--- config.mk ---
export PLATFORM = sky130hd
export DESIGN_NAME = pixel_stream_packer
export DESIGN_NICKNAME = d
export VERILOG_FILES = /design/src/rtl/pixel_stream_packer.sv
export SDC_FILE = /design/constraint.sdc
export NUM_CORES = 1
export LEC_CHECK = 0
export CORE_MARGIN = 1
export CORE_UTILIZATION = 45
export DETAILED_ROUTE_END_ITERATION = 16
export GPL_ROUTABILITY_DRIVEN = 0
export RECOVER_POWER = 50
export SYNTH_ARGS = -nofsm -noshare
export SYNTH_HDL_FRONTEND = slang
export SYNTH_SLANG_ARGS = --single-unit
export TNS_END_PERCENT = 50
--- constraint.sdc ---
create_clock -name clock -period 10.7 [get_ports clock]
set_clock_uncertainty 0.15 [all_clocks]
set_input_delay 2.675 -clock clock [delete_from_list [all_inputs] [get_ports clock]]
set_output_delay 2.675 -clock clock [all_outputs]
set_load 0.05 [all_outputs]
--- src/rtl/pixel_stream_packer.sv ---
// rtl/pixel_stream_packer.sv - packs 24-bit RGB pixels into 32-bit words with a frame header
module pixel_stream_packer (
  input  logic        clock,
  input  logic        reset,
  input  logic [15:0] in_width,
  input  logic [15:0] in_height,
  input  logic [7:0]  in_pixel_r,
  input  logic [7:0]  in_pixel_g,
  input  logic [7:0]  in_pixel_b,
  input  logic        in_valid,
  output logic        upstream_stall,
  output logic [31:0] out_data,
  output logic        out_valid,
  input  logic        downstream_stall,
  output logic        frame_done
);

  typedef enum logic [2:0] {
    S_IDLE,
    S_HEADER,
    S_DATA,
    S_FLUSH,
    S_DONE
  } state_t;

  state_t      state, state_n;
  logic [31:0] pix_cnt, pix_cnt_n;
  logic [23:0] res_buf, res_buf_n;
  logic [1:0]  res_cnt, res_cnt_n;
  logic [31:0] out_data_n;
  logic        out_valid_n;
  logic        frame_done_n;

  logic        xfer;
  logic        accept;
  logic [47:0] packed_w;

  // Handshake qualifiers; pixels are only taken in DATA while the output register can move
  always_comb begin
    upstream_stall = (state != S_DATA) || (out_valid && downstream_stall);
    xfer           = out_valid && !downstream_stall;
    accept         = in_valid && !upstream_stall;
  end

  // Append the incoming R,G,B bytes above the residual bytes, little-endian
  always_comb begin
    packed_w = {24'd0, res_buf}
             | ({24'd0, in_pixel_b, in_pixel_g, in_pixel_r} << {res_cnt, 3'b000});
  end

  // Next-state and next-output logic; the output word is held unless it transfers
  always_comb begin
    state_n      = state;
    pix_cnt_n    = pix_cnt;
    res_buf_n    = res_buf;
    res_cnt_n    = res_cnt;
    out_data_n   = out_data;
    out_valid_n  = out_valid && !xfer;
    frame_done_n = 1'b0;

    case (state)
      S_IDLE: begin
        if (in_valid) begin
          out_data_n  = {in_height, in_width};
          out_valid_n = 1'b1;
          pix_cnt_n   = {16'd0, in_width} * {16'd0, in_height};
          res_buf_n   = 24'd0;
          res_cnt_n   = 2'd0;
          state_n     = S_HEADER;
        end
      end

      S_HEADER: begin
        if (xfer) begin
          state_n = (pix_cnt == 32'd0) ? S_DONE : S_DATA;
        end
      end

      S_DATA: begin
        if (accept) begin
          pix_cnt_n = pix_cnt - 32'd1;
          if (res_cnt != 2'd0) begin
            // residual + 3 new bytes reaches a full word; keep the bytes above it
            out_data_n  = packed_w[31:0];
            out_valid_n = 1'b1;
            res_buf_n   = {8'd0, packed_w[47:32]};
            res_cnt_n   = res_cnt - 2'd1;
          end else begin
            res_buf_n = packed_w[23:0];
            res_cnt_n = 2'd3;
          end
          if (pix_cnt == 32'd1) begin
            state_n = S_FLUSH;
          end
        end
      end

      S_FLUSH: begin
        if (!out_valid || xfer) begin
          if (res_cnt != 2'd0) begin
            // residual is already zero in its unused high bytes
            out_data_n  = {8'd0, res_buf};
            out_valid_n = 1'b1;
          end
          res_buf_n = 24'd0;
          res_cnt_n = 2'd0;
          state_n   = S_DONE;
        end
      end

      S_DONE: begin
        if (!out_valid) begin
          frame_done_n = 1'b1;
          state_n      = S_IDLE;
        end
      end

      default: begin
        state_n = S_IDLE;
      end
    endcase
  end

  // State and datapath registers, cleared asynchronously so a mid-frame reset aborts cleanly
  always_ff @(posedge clock or posedge reset) begin
    if (reset) begin
      state      <= S_IDLE;
      pix_cnt    <= 32'd0;
      res_buf    <= 24'd0;
      res_cnt    <= 2'd0;
      out_data   <= 32'd0;
      out_valid  <= 1'b0;
      frame_done <= 1'b0;
    end else begin
      state      <= state_n;
      pix_cnt    <= pix_cnt_n;
      res_buf    <= res_buf_n;
      res_cnt    <= res_cnt_n;
      out_data   <= out_data_n;
      out_valid  <= out_valid_n;
      frame_done <= frame_done_n;
    end
  end

endmodule

==> qor.yml <==
routing:
  drt_first_pass_iters: 5
  drtIter0Drc: 795
  wirelength_um: 40630
  dr_total_vias: 11850
  vias_per_cell: 5.636
  wl_per_cell_um: 19.32
  route.detailed.drc: 0
  ant_nets: 0
synthesis:
  yosys-top-cells-area: "fa_1 (28%), dfrtp_1 (17%), ha_1 (9.6%)"
  synth_flop_cell: "dfrtp_1"
  yosys-top-cells-count: "inv_1 (237), nand2_1 (235), fa_1 (194)"
  ys_types: 68
  synth_edf_count: 0
  yosys_warnings: 0
  yosysSeqAreaShare_pct: 17.02
  synthMostInstantiatedCell: "inv_1"
  synth_cells: 1663
  yosysTopAreaCellShare_pct: 27.81
  synth_top_cell_by_area: "fa_1"
  synth.cell_area_sq_mm: 0.01397
  async_reset_ff_share_pct: 100.0
  syn_nets: 2024
  avgSynthCellArea_sq_um: 8.398
  ys_seq_elements: 95
sta:
  clock.fmax_mhz: 107.8
  setup_viol: 0
  post-route-min-period_ns: 9.278
  drv_slew: 125
  max_slew_margin_pct: -162.0
  post-route-period-util_pct: 86.71
  rsz0062_at_grt: "false"
  tightest_slew_ns: 3.930
  finalSetupTns_ns: 0
  finalHoldViolations: 0
grt:
  grt_pass1_wl_um: 66030
  grt_usage_pct: 26.87
  first_global_vias: 12330
  overflow: 0
  grt_max_degree: 72
  antenna_found_initial: 1
clock_tree:
  clock_tree.root_cell: "clkbuf_16"
  clock_latency_ns: 0.35
  clkSlewWorstSetupHoldPaths_ns: 0.07
  cts_made_buffers: 9
  postCtsSetupBuffers: 0
  cts_tree: "built"
  clock_path_buffers: 2
  cts_num_sinks: 95
  htreeDepth: 3
  cts-hold-fix-buffers: 0
  cts_resized: 0
floorplanning:
  fp.dieW_um: 178.2
  dieArea_sq_mm: 0.03174
  core_area_sq_mm: 0.03059
  num_rows: 64
  start_util_pct: 45.66
  die_h_um: 178.2
  io_pins: 95
placement:
  dp_hpwl_um: 31370
  port-buffer-count: 94
finish:
  nFillCells: 2947
  n_antenna_cell: 0
  finish.net_count: 2063
  syn_to_final_growth_pct: 11.35
  final_layout_size_suffix_gt1_share_pct: 3.749
setup_path:
  path_cells: "clkdlybuf4s50_1 -> nand2_1 -> fa_1 -> inv_1 -> fa_1 -> inv_1 -> fa_1 -> inv_1 -> fa_1 -> fa_1 -> inv_1 -> fa_1 -> inv_1 -> ha_1 -> nand4_1 -> nor3_1 -> o211ai_2 -> a31oi_2 -> mux2i_1 -> o21ai_0 -> o211ai_1"
  cp-start-kind: "primary input"
  path_delay_family: "adder cells"
  critPathMaxFanout: 17
  cp-end-kind: "flop"
  cp_data_required_time_ns: 10.75
  timing_worst_setup_path_type: "primary input to flop"
  crit_arrival_ns: 9.33
  critical-path-slowest-cell: "clkdlybuf4s50_1"
  slowest_delay_ns: 1.17
  critPathMostFrequentCell: "fa_1"
  path_buf_inv: 6
outcome:
  status: "finished, violations left"
  violations: "max-capacitance violations, max-slew violations"
flow_run:
  drv_cap: 2
min_path:
  hold_class: "flop to flop"
==> state kept, by name, summed over array words and instances (netlist names) <==
signal and cells:
state 3, frame_done 1, pix_cnt 32, res_cnt 2
out_data 32, res_buf 24, out_valid 1
==> routing by layer <==
layer,share of wire (%),wire [um],GRT usage (%)
met1,46,18660,37.70
met2,46,18660,43.53
met3,6.3,2564,3.964
met4,1.8,746,6.603
met5,0,0,0
==> cells in the final DEF, fill, tap and decap left out, types with 16 or more instances in the layout <==
cell type	netlist	layout
inv_1	237	236
and2_1	119	119
a21oi_1	125	125
o21ai_0	97	99
dfrtp_1	95	95
nor2_1	95	94
clkdlybuf4s50_1	0	91
ha_1	107	107
nand3_1	35	35
nand2_1	235	235
buf_4	0	16
fa_1	194	194
nor3_1	21	21
==> tightest hold or removal path: stages, from the launching register on <==
cell and delay [ns]:
dfrtp_1 0.34, nand2_1 0.04, o21ai_0 0.06
==> through the flow <==
stage,hold slack (ns),util [%],setup slack (ns),instance area (sq um),cells
2_1_floorplan,0.3068,-,2.222,13970,1663
3_3_place_gp,0.3153,49.80,1.241,15230,2087
3_5_place_dp,0.3204,49.80,1.122,15230,2087
4_1_cts,0.3362,50.88,1.440,15560,2103
5_1_grt,0.3543,50.84,1.087,15550,2103
6_report,0.3318,50.84,1.422,15550,2103
==> worst paths after layout <==
kind	startpoint	to	slack (ns)	cells past startpoint
worst max-delay path	in_width[6]	pix_cnt[29]	1.42	21
worst min register to register	out_data[12]	out_data[12]	0.33	2
worst max register to register	res_cnt[1]	out_data[10]	6.35	6
min in group asynchronous	reset	frame_done	2.85	2
max in group asynchronous	reset	res_buf[3]	3.30	3
worst min-delay path	out_data[12]	out_data[12]	0.33	2
==> cells by family after synthesis <==
family,Yosys count,synth area share [%]
xor+xnor,22,1.380
compound gates,337,14.52
mux,20,1.559
flops,95,17.02
simple gates,564,19.41
fa+ha+maj,301,37.39
buf+inv,324,8.708
==> final cells by class <==
cell class	instances	area (sq um)	share of cell area [%]
repair buffers	113	1072	6.895
clock buffers	10	239.0	1.537
well taps	396	495.5	3.186
inverters	239	898.4	5.777
multi-input cells	1244	10380	66.73
clock inverters	6	91.34	0.5873
flip-flops and latches	95	2377	15.29
Power is not shown: default switching activity piles up to over one toggle a cycle in this logic, so the estimate is an artifact.
==> RTL change 1: new RTL, same settings <==
Re-encode `state_t` (5 states) as Gray code, 3 bits wide.
--- a/src/rtl/pixel_stream_packer.sv
+++ b/src/rtl/pixel_stream_packer.sv
@@ -16,11 +16,11 @@
 );
 
   typedef enum logic [2:0] {
-    S_IDLE,
-    S_HEADER,
-    S_DATA,
-    S_FLUSH,
-    S_DONE
+    S_IDLE   = 3'b000,
+    S_HEADER = 3'b001,
+    S_DATA   = 3'b011,
+    S_FLUSH  = 3'b010,
+    S_DONE   = 3'b110
   } state_t;
 
   state_t      state, state_n;
Function: same outputs for any inputs over 4 cycles, from zero or initial values and one cycle with reset high; so few cycles prove little.
==> RTL change 1 against the original RTL <==
First-iteration DRC count grew 27%; routed wire length rose by 3.2%; critical path type unchanged; largest cell class unchanged; setup slack got worse by 0.15 ns; sequential cell count stayed put; non-clock buffer count increased by 3; maximum frequency shrank 1.6%; synthesized area up 0.53%; cell area up 0.35%; the flow still finishes with violations (capacitance limit, slew limit).
Power is not shown: default switching activity piles up to over one toggle a cycle in this logic, so the estimate is an artifact.
==> RTL change 1: results (changes against the original RTL) <==
stage,metric,value,unit,change
worst_hold_path,holdPathStages,2,,unchanged
yosys,synth_edf_count,0,,unchanged
clock_network,clock_path_buffers,2,,unchanged
setup_path,endpoint,pix_cnt[30],,
global_routing,grt_pass1_wl,66.2,mm,+0.21%
clock_network,path_clk_slew,0.08,ns,
placed_design,portBuffers,94,,unchanged
setup_path,crit_start,in_width[7],,
yosys,ys_types,62,,-8.8%
yosys,synthTopCellsByCount,"251 x nand2_1, 233 x inv_1, 194 x fa_1",,
timing,worst_pin_slew,3.01,ns,-0.918 ns
clock_network,cts_setup_buffers,0,,unchanged
setup_path,cpLargestDelayFamily,adder cells,,
setup_path,arrival,9.50,ns,+0.17 ns
placed_design,hpwl,31.7,mm,+0.94%
routing,first_pass_iters,5,,unchanged
setup_path,reg2reg_slack,6.57,ns,+0.22 ns
worst_hold_path,hold_class,flop to flop,,
setup_path,slowest_stage,clkdlybuf4s50_1,,
setup_path,reg2reg_depth,5,,-1
run,max-cap-violations,3,,+1
yosys,synth_async_sr_flop_share,1.00,,unchanged
routing,wl_per_cell,20.0,um,+3.5%
setup_path,worstPathMaxFanout,17,,unchanged
run_status,violations,"capacitance limit, slew limit",,
global_routing,grt_max_degree,65,,-9.7%
yosys,synth_top_flop_cell,dfrtp_1,,
global_routing,grt_pass1_vias,11700,,-5.4%
yosys,yosysSeqAreaShare,0.169,,-0.000895
worst_hold_path,min_from,out_data[10],,
yosys,synth.area.top_cells,"fa_1 28%, dfrtp_1 17%, ha_1 9.5%, nand2_1 6.7%, inv_1 6.2%",,
clock_network,cts_made_buffers,9,,unchanged
final_layout,reg_top3,"out_data: 32 flops, pix_cnt: 32 flops, res_buf: 24 flops",,
run_status,status,"finished, violations left",,
yosys,yosys_warnings,0,,unchanged
clock_network,clkLatencyLatePin,0.36,ns,
setup_path,r2r-end,res_buf[16],,
setup_path,cpPeakStageDelay,1.20,ns,+0.03 ns
routing,drt_iter0_drc,1012,,+27%
final_layout,fin_nets,2057,,-0.29%
clock_network,cts_resized,0,,unchanged
clock_network,htreeDepth,3,,unchanged
clock_network,cts_root_buf,clkbuf_16,,
global_routing,antenna_found_initial,0,,-1
final_layout,drive_above_1_share,0.0370,,-0.000456
global_routing,grt_use_total,0.273,,+0.00381
final_layout,diodes,0,,unchanged
worst_hold_path,min_to,out_data[10],,
yosys,syn-num-nets,2029,,+0.25%
timing,drv_slew,135,,+8.0%
setup_path,r2r_start,res_cnt[1],,
routing,vias_per_cell,5.70,,+1.2%
==> RTL change 1: cell types whose count changed after synthesis, moves of 10 or more <==
| cell | change |
|---|---|
| a21oi_1 | -20 |
| nand3_1 | -20 |
| a221oi_1 | +16 |
| nand2_1 | +16 |
| o22a_1 | +16 |
| clkbuf_1 | +13 |
| and2_1 | +12 |
| a22o_1 | -11 |
| nand2b_1 | -10 |
| nor2_1 | -10 |
| o211ai_1 | -10 |
==> RTL change 1: cell type report <==
class / instances / area [um2]
Clock buffer: 10 / 239
Clock inverter: 6 / 96.3
Fill cell: 3007 / 15100
Inverter: 234 / 880
Multi-Input combinational cell: 1240 / 10400
Sequential cell: 95 / 2380
Tap cell: 396 / 495
Timing Repair Buffer: 116 / 1100
==> RTL change 1: cell families (layout without fill, tap and decap cells) <==
logic type | after synthesis | count (layout) | share of synthesized area
multiplexers | 18 | 18 | 0.0141
XOR/XNOR | 29 | 29 | 0.0181
AO/OA/AOI/OAI | 342 | 342 | 0.152
AND/OR/NAND/NOR | 550 | 550 | 0.185
buffers and inverters | 333 | 366 | 0.0896
flip-flops | 95 | 95 | 0.169
adder cells (fa/ha/maj) | 301 | 301 | 0.372
==> RTL change 1: per-stage QoR <==
step / worst slack (ns) / area (um2) / hold slack, ns / std cells
floorplan: 2.28 / 14000 / 0.302 / 1668
global placement: 0.995 / 15300 / 0.312 / 2081
detailed placement: 0.892 / 15300 / 0.320 / 2081
CTS: 1.30 / 15600 / 0.335 / 2097
global route: 0.941 / 15600 / 0.349 / 2097
finish: 1.27 / 15600 / 0.332 / 2097
==> RTL change 1: per-layer routing <==
layer	wire, um	track usage	vias up
li1	-	-	5504
met1	19900	0.408	5977
met2	18400	0.403	423
met3	2890	0.0518	54
met4	799	0.0632	0
met5	0	0	-
==> RTL change 2: new RTL, same flow settings <==
Made on the original files. `res_buf` no longer has a reset.
--- a/src/rtl/pixel_stream_packer.sv
+++ b/src/rtl/pixel_stream_packer.sv
@@ -126,7 +126,6 @@
     if (reset) begin
       state      <= S_IDLE;
       pix_cnt    <= 32'd0;
-      res_buf    <= 24'd0;
       res_cnt    <= 2'd0;
       out_data   <= 32'd0;
       out_valid  <= 1'b0;
@@ -134,7 +133,6 @@
     end else begin
       state      <= state_n;
       pix_cnt    <= pix_cnt_n;
-      res_buf    <= res_buf_n;
       res_cnt    <= res_cnt_n;
       out_data   <= out_data_n;
       out_valid  <= out_valid_n;
@@ -142,5 +140,9 @@
     end
   end
 
+  always_ff @(posedge clock) begin
+    res_buf <= res_buf_n;
+  end
+
 endmodule
 
Function: same outputs for any inputs over 4 cycles, from zero or initial values and one cycle with reset high; that may be too few to reach the edited logic, so the function may still have changed.
==> RTL change 2 against the original RTL <==
The run still ends with capacitance limit, slew limit left; setup slack worse by 0.14 ns; hold slack better by 0.0069 ns; cell area is 1.5% lower; critical path depth stayed put; synthesized area is 1.2% lower; non-clock buffer count stayed put; sequential cell count stayed put; routed wire length is 1.6% lower.
Power is left out: the tool's default activity adds up to more than one toggle a clock period on the data nets, which glitch-free logic cannot reach.
==> RTL change 2: results (changes against the original RTL) <==
stage,metric,value,unit,change
run_status,status,"finished, violations left",,
run_status,violations,"capacitance limit, slew limit",,
placed_design,placed_area,15100,um2,-1.2%
routing,first_pass_iters,7,,+2
yosys,synthMuxAreaShare,0.0146,,-0.000992
yosys,ys_types,57,,-16%
global_routing,grt_util_met2,0.410,,-0.0248
yosys,synth_async_sr_flop_share,0.747,,-0.253
final_layout,fin_nets,2018,,-2.2%
yosys,synthTopCellsByCount,"244 x inv_1, 237 x nand2_1, 194 x fa_1",,
setup_path,reg2reg_slack,6.12,ns,-0.23 ns
global_routing,grt_pass1_wl,63.6,mm,-3.7%
routing,totalWireLength,40.0,mm,-1.6%
global_routing,met1_usage,0.398,,+0.0211
global_routing,grt_pass1_vias,11300,,-8.3%
worst_hold_path,min_to,out_data[17],,
placed_design,portBuffers,94,,unchanged
routing,wl_per_cell,19.5,um,+0.88%
setup_path,crit_start,in_height[6],,
yosys,synth-xor-area-share,0.0159,,+0.00207
routing,routed.top_layer,met5,,
routing,wl_met1,18.6,mm,-0.40%
worst_hold_path,holdPathStages,2,,unchanged
yosys,syn-num-nets,1978,,-2.3%
setup_path,r2r_start,state[0],,
yosys,synth_edf_count,24,,+24
global_routing,grt_use_total,0.266,,-0.00264
routing,vias_per_cell,5.60,,-0.60%
setup_path,reg2reg_depth,8,,+2
placed_design,hpwl,30.6,mm,-2.4%
clock_network,cts_root_buf,clkbuf_16,,
setup_path,r2r-end,out_data[26],,
final_layout,drive_above_1_share,0.0277,,-0.00982
timing,holdWs,0.339,ns,+0.00692 ns
clock_network,htreeDepth,3,,unchanged
setup_path,slowest_stage,clkdlybuf4s50_1,,
timing,max_slew_margin,-1.72,,-0.101
clock_network,cts_made_buffers,9,,unchanged
setup_path,arrival,9.49,ns,+0.16 ns
global_routing,use_met3,0.0309,,-0.00871
yosys,synth_fa_ha_area_frac,0.378,,+0.00448
yosys,synth-compound-area-share,0.129,,-0.0158
clock_network,cts_setup_buffers,0,,unchanged
timing,drv_slew,137,,+9.6%
final_layout,reg_top3,"out_data: 32 flops, pix_cnt: 32 flops, res_buf: 24 flops",,
setup_path,endpoint,pix_cnt[24],,
timing,fin_crit_sh,0.880,,+0.0128
placed_design,pre_cts_slack,0.982,ns,-0.141 ns
run,max-cap-violations,3,,+1
setup_path,cpPeakStageDelay,0.88,ns,-0.29 ns
yosys,synth.area.top_cells,"fa_1 28%, dfrtp_1 13%, ha_1 9.7%, inv_1 6.6%, nand2_1 6.4%",,
routing,met2_length,18.4,mm,-1.4%
yosys,synth_cells,1617,,-2.8%
worst_hold_path,min_from,out_data[17],,
clock_network,clock_path_buffers,2,,unchanged
setup_path,worstPathMaxFanout,17,,unchanged
routing,drt_iter0_drc,992,,+25%
yosys,yosysSeqAreaShare,0.181,,+0.0107
routing,dr_wl_met3,2.34,mm,-8.9%
==> RTL change 2: cell count changes after synthesis, moves of 5 or more <==
cell and change:
dfrtp_1 -24, edfxtp_1 +24, o21ai_0 -19, a21oi_1 -17, nand3_1 -14, nand2b_1 -8
o22ai_1 +8, a2bb2oi_1 -7, inv_1 +7, a21o_1 +6, clkbuf_1 -6, mux2_2 -5
==> RTL change 2: worst reg2reg max path: stages, from the launching register on <==
cell and delay, ns:
dfrtp_1 0.78, nor2_1 0.15, nor3b_1 0.26, nand2_1 0.11, inv_1 0.06, clkbuf_1 1.14
nand2_1 1.18, a221oi_1 0.57, nor2_1 0.07
==> RTL change 2: area by class of cell <==
type	count	area (um2)
fillers	2797	14600
multi-input cells	1194	10100
repair buffers	113	1070
inverters	244	916
clock inverters	6	52.6
well taps	390	488
clock buffers	10	229
flip-flops and latches	95	2500
